<file path="src/rtl/sobel_row_registers.sv">
// rtl/sobel_row_registers.sv - 3-row sliding window feeding the Sobel core
// Row words shift in from the memory read path; one strip of IMG_ROWS rows per start.
module sobel_row_registers #(
  parameter int NUM_ACCEL = 4,
  parameter int DATA_W    = (NUM_ACCEL + 2) * 8,
  parameter int IMG_ROWS  = 16,
  parameter int WCNT_W    = 8
) (
  input  logic              clk,
  input  logic              reset,
  input  logic              ctrl2srow_start,
  input  logic [DATA_W-1:0] mem2srow_read_data,
  input  logic              mem2srow_read_valid,
  output logic              srow2mem_read_ready,
  output logic [DATA_W-1:0] srow2sacc_row1_data,
  output logic [DATA_W-1:0] srow2sacc_row2_data,
  output logic [DATA_W-1:0] srow2sacc_row3_data,
  output logic              srow2sacc_valid,
  input  logic              sacc2srow_ready,
  output logic              srow2ctrl_strip_done
);

  typedef enum logic [1:0] {S_IDLE, S_FILL, S_HOLD, S_DONE} state_t;

  localparam logic [WCNT_W-1:0] LAST_WIN = WCNT_W'(IMG_ROWS - 3);

  state_t            r_state;
  state_t            w_next;
  logic [DATA_W-1:0] r_row1;
  logic [DATA_W-1:0] r_row2;
  logic [DATA_W-1:0] r_row3;
  logic [1:0]        r_rows_loaded;
  logic [WCNT_W-1:0] r_win_cnt;
  logic              w_accept;
  logic              w_last;
  logic              w_clear;
  logic              w_win_inc;

  assign w_last   = (r_win_cnt == LAST_WIN);
  assign w_accept = mem2srow_read_valid & srow2mem_read_ready;

  // Handshake terms are rebuilt from inputs here so the ready output never feeds back into this block.
  always_comb begin
    w_next               = r_state;
    srow2mem_read_ready  = 1'b0;
    srow2sacc_valid      = 1'b0;
    srow2ctrl_strip_done = 1'b0;
    w_clear              = 1'b0;
    w_win_inc            = 1'b0;
    case (r_state)
      S_IDLE: begin
        if (ctrl2srow_start) begin
          w_clear = 1'b1;
          w_next  = S_FILL;
        end
      end
      S_FILL: begin
        srow2mem_read_ready = 1'b1;
        if (mem2srow_read_valid && (r_rows_loaded >= 2'd2)) begin
          w_next = S_HOLD;
        end
      end
      S_HOLD: begin
        srow2sacc_valid     = 1'b1;
        srow2mem_read_ready = sacc2srow_ready & ~w_last;
        if (sacc2srow_ready) begin
          if (w_last) begin
            w_next = S_DONE;
          end else begin
            w_win_inc = 1'b1;
            w_next    = mem2srow_read_valid ? S_HOLD : S_FILL;
          end
        end
      end
      S_DONE: begin
        srow2ctrl_strip_done = 1'b1;
        w_next               = S_IDLE;
      end
      default: w_next = S_IDLE;
    endcase
  end

  always_ff @(posedge clk) begin
    if (reset) begin
      r_state       <= S_IDLE;
      r_row1        <= '0;
      r_row2        <= '0;
      r_row3        <= '0;
      r_rows_loaded <= 2'd0;
      r_win_cnt     <= '0;
    end else begin
      r_state <= w_next;
      if (w_accept) begin
        r_row1 <= r_row2;
        r_row2 <= r_row3;
        r_row3 <= mem2srow_read_data;
        if (r_rows_loaded != 2'd3) begin
          r_rows_loaded <= r_rows_loaded + 2'd1;
        end
      end
      if (w_clear) begin
        r_rows_loaded <= 2'd0;
        r_win_cnt     <= '0;
      end else if (w_win_inc) begin
        r_win_cnt <= r_win_cnt + 1'b1;
      end
    end
  end

  assign srow2sacc_row1_data = r_row1;
  assign srow2sacc_row2_data = r_row2;
  assign srow2sacc_row3_data = r_row3;

endmodule

</file>
<file path="config.mk">
export PLATFORM = sky130hd
export DESIGN_NAME = sobel_row_registers
export DESIGN_NICKNAME = d
export VERILOG_FILES = /design/src/rtl/sobel_row_registers.sv
export SDC_FILE = /design/constraint.sdc
export NUM_CORES = 1
export LEC_CHECK = 0
export CAP_MARGIN = 20
export CORE_UTILIZATION = 47
export CTS_BUF_LIST = sky130_fd_sc_hd__clkbuf_4
export DETAILED_ROUTE_END_ITERATION = 16
export GPL_ROUTABILITY_DRIVEN = 0
export PLACE_DENSITY = 0.83
export SETUP_SLACK_MARGIN = 0.02
export SLEW_MARGIN = 20
export SYNTH_ARGS = -nofsm -noshare
export SYNTH_HDL_FRONTEND = slang
export SYNTH_SLANG_ARGS = --single-unit
</file>
<file path="constraint.sdc">
create_clock -name clk -period 3 [get_ports clk]
set_clock_uncertainty 0.2 [all_clocks]
set_input_delay 0.6 -clock clk [delete_from_list [all_inputs] [get_ports clk]]
set_output_delay 0.6 -clock clk [all_outputs]
set_load 0.005 [all_outputs]
</file>
==> impl_metrics.tcl <==
set metrics [dict create \
    end_kind "flip-flop" \
    syn_avg_cell_area_sq_um 8.119 \
    cp.required_ns 3.25 \
    final_antenna_net_count 0 \
    violations "design-rule violations" \
    finalSetupViolCount 0 \
    ys_seq_elements 156 \
    synth_cell_types 30 \
    crit_start "r_state[1]" \
    vias_per_cell 4.969 \
    ys_warn_count 0 \
    finalWirelength_um 13980 \
    cts_num_sinks 156 \
    hold_violations 0 \
    drt-initial-drc-count 462 \
    r2r_end "srow2sacc_row3_data[26]" \
    dp_hpwl_um 9313 \
    synth_nets 769 \
    synth_top_family_by_area "simple AND/OR/NAND/NOR gates" \
    dieArea_sq_mm 0.01268 \
    synth_largest_area_cell "dfxtp_1" \
    critPathKind "reg -> reg" \
    rsz0062_at_grt "no" \
    grt_max_degree 72 \
    synth_area_leaders "dfxtp_1, nand2_1, a21oi_1, buf_6, ha_1" \
    synth-compound-area-share_pct 15.48 \
    grt_pass1_wl_um 22160 \
    final.setup.tns_ns 0 \
    timing.rr.start "r_state[1]" \
    cts_tree "done" \
    cap_violations 0 \
    post_dp_cell_area_sq_mm 0.007744 \
    drc 1 \
    num_rows 40 \
    start_util_pct 48.05 \
    critPathMaxFanout 50 \
    dieHeight_um 112.6 \
    fmax_mhz 378.6 \
    layout-drive-gt1-share_pct 5.432 \
    fill_cells 1000 \
    grt_pass1_vias 4519 \
    root_buffer "clkbuf_4" \
    clk_pin_slew_ns 0.11 \
    synth_mux_area_share_pct 0 \
    post_drt_wl_per_cell_um 13.33 \
    worst-r2r-setup-slack_ns 0.36 \
    grt_overflow_total 0 \
    seq_area_frac_synth_pct 54.33 \
    period_share_pct 88.05 \
    stdcell_count 1049 \
    tightestPinTransition_ns 0.6140 \
    cts_max_level 4 \
    antenna_found_initial 0 \
    hold_buffers 0 \
    syn_inst 708 \
    fin_crit_ns 2.641 \
    leakage_nw 2.658 \
    critPathCapture "srow2sacc_row3_data[26]" \
    cp.arrival_ns 2.89 \
    core-area_sq_mm 0.01196 \
    status "complete, but fails checks" \
    fin_nets 951 \
    powerDensity_mw_per_mm2 532.6 \
    numCtsBuffers 17 \
    synth_xor_area_share_pct 1.067 \
    slew_headroom_pct 58.01 \
    worstSetupStartpointType "flip-flop" \
    dp_cells 1014 \
    syn-cell-area_sq_mm 0.005748 \
    ios 200 \
    grt_usage_pct 22.00 \
    dr.pass1.iters 10 \
    vdd_drop_max_v 0.0004138 \
    finalInstanceArea_sq_mm 0.008049 \
    synthSimpleGateAreaFrac_pct 21.09 \
    area_growth_pct 40.03 \
    drv_slew 0 \
    rr_worst_depth 8 \
    clock_latency_ns 0.53 \
    clockBufferDepth 2 \
    synth_top_area_share_pct 54.33 \
    hold_class "reg -> reg" \
    vias 5212 \
    diodes 0 \
    port_buffers 199 \
    synth_adder_area_share_pct 1.741 \
    die_w_um 112.6 \
]
[Yosys cell counts]
library cell	number
nand2_1	292
o21a_1	1
buf_1	1
o2111ai_2	1
nand3_1	1
o21ai_0	4
or3_1	2
a21o_1	2
inv_1	7
or4_4	1
dfxtp_1	156
a211oi_1	4
a311oi_1	1
nor2_1	10
buf_6	17
nor4_1	1
buf_2	1
ha_1	8
a21oi_1	149
a2111oi_0	3
nor3_1	1
a222oi_1	1
and4b_1	1
xnor2_1	7
clkbuf_1	26
nand4b_1	1
nand3b_1	1
buf_4	5
o2111a_1	1
nand4_1	2
[cells in the final DEF, fill, tap and decap left out, drive strengths merged, types with 2 or more instances in the layout]
cell           Yosys  layout
o21ai              4       4
or3                2       2
a211oi             4       4
ha                 8       8
xnor2              7       7
a2111oi            3       3
bufinv             0       2
clkinv             0      10
buf               24      15
nand4              2       2
inv                7       7
clkbuf            26      19
nor2              10      10
a21o               2       2
a21oi            149     149
clkdlybuf4s50      0     197
nand2            292     292
dfxtp            156     156
[how the worst min path moves through the flow]
stage	startpoint	endpoint	slack, ns	cells after the start
finish	srow2sacc_row1_data[19]	srow2sacc_row1_data[19]	0.26	2
global route	reset	srow2sacc_row3_data[29]	0.26	2
CTS	reset	srow2sacc_row3_data[31]	0.23	2
detailed placement	srow2sacc_row1_data[13]	srow2sacc_row1_data[13]	0.25	2
global placement	srow2sacc_row1_data[13]	srow2sacc_row1_data[13]	0.24	2
floorplan	srow2sacc_row1_data[0]	srow2sacc_row1_data[0]	0.25	2
[worst max-delay path, cell delays in order, from the launching register on]
cell,delay [ns]
dfxtp_1,0.45
inv_1,0.12
ha_1,0.24
or4_4,0.46
o2111ai_4,0.27
buf_12,0.27
buf_4,0.29
nand2_1,0.08
a21oi_1,0.15
[sequential cells by signal, summed over array words and instances (netlist names)]
name,flops
srow2sacc_row1_data,48
r_state,2
srow2sacc_row3_data,48
r_win_cnt,8
srow2sacc_row2_data,48
r_rows_loaded,2
[kinds of logic after synthesis]
family / Yosys count
AO/OA/AOI/OAI: 167
XOR/XNOR: 7
adder cells (fa/ha/maj): 8
buffers and inverters: 57
flip-flops: 156
AND/OR/NAND/NOR: 313
[routing by layer]
layer / vias up / global-route usage, % / wire length [um]
li1: 2672 / - / -
met1: 2374 / 27.17 / 6178
met2: 141 / 35.64 / 6695
met3: 25 / 6.263 / 775
met4: 0 / 9.956 / 331
met5: - / 0 / 0
[timing repair]
| action | CTS | global route |
|---|---|---|
| pin swaps | 1 | 1 |
| resized for setup | 8 | 1 |
| setup buffers | 3 | 1 |
| setup endpoints to repair | 1 | 1 |
[through the flow]
stage / setup WS (ns) / hold slack [ns] / utilization, % / power [mW]
3_5_place_dp: 0.1735 / 0.2458 / 64.74 / 3.156
3_3_place_gp: 0.1899 / 0.2408 / 64.74 / 3.146
4_1_cts: 0.02455 / 0.2342 / 67.21 / 4.334
5_1_grt: 0.1677 / 0.2580 / 67.29 / 4.510
6_report: 0.3586 / 0.2577 / 67.29 / 4.287
2_1_floorplan: 0.8386 / 0.2527 / - / 2.825
[area by class of cell]
class | count | area, sq um | share of cell area, %
Timing Repair Buffer | 213 | 2160 | 26.83
Tap cell | 147 | 183.9 | 2.285
Clock buffer | 19 | 142.6 | 1.772
Sequential cell | 156 | 3126 | 38.83
Multi-Input combinational cell | 495 | 2306 | 28.65
Clock inverter | 12 | 105.1 | 1.306
Inverter | 7 | 26.28 | 0.3264
[where the power goes]
part	total (mW)	internal (mW)	leakage, nW	switching [mW]
Combinational	0.887	0.389	1.26	0.498
Clock	1.16	0.488	0.139	0.676
Sequential	2.24	2.16	1.26	0.0749
Total	4.29	3.04	2.66	1.25
No activity file was read; power rests on OpenSTA's default activity.
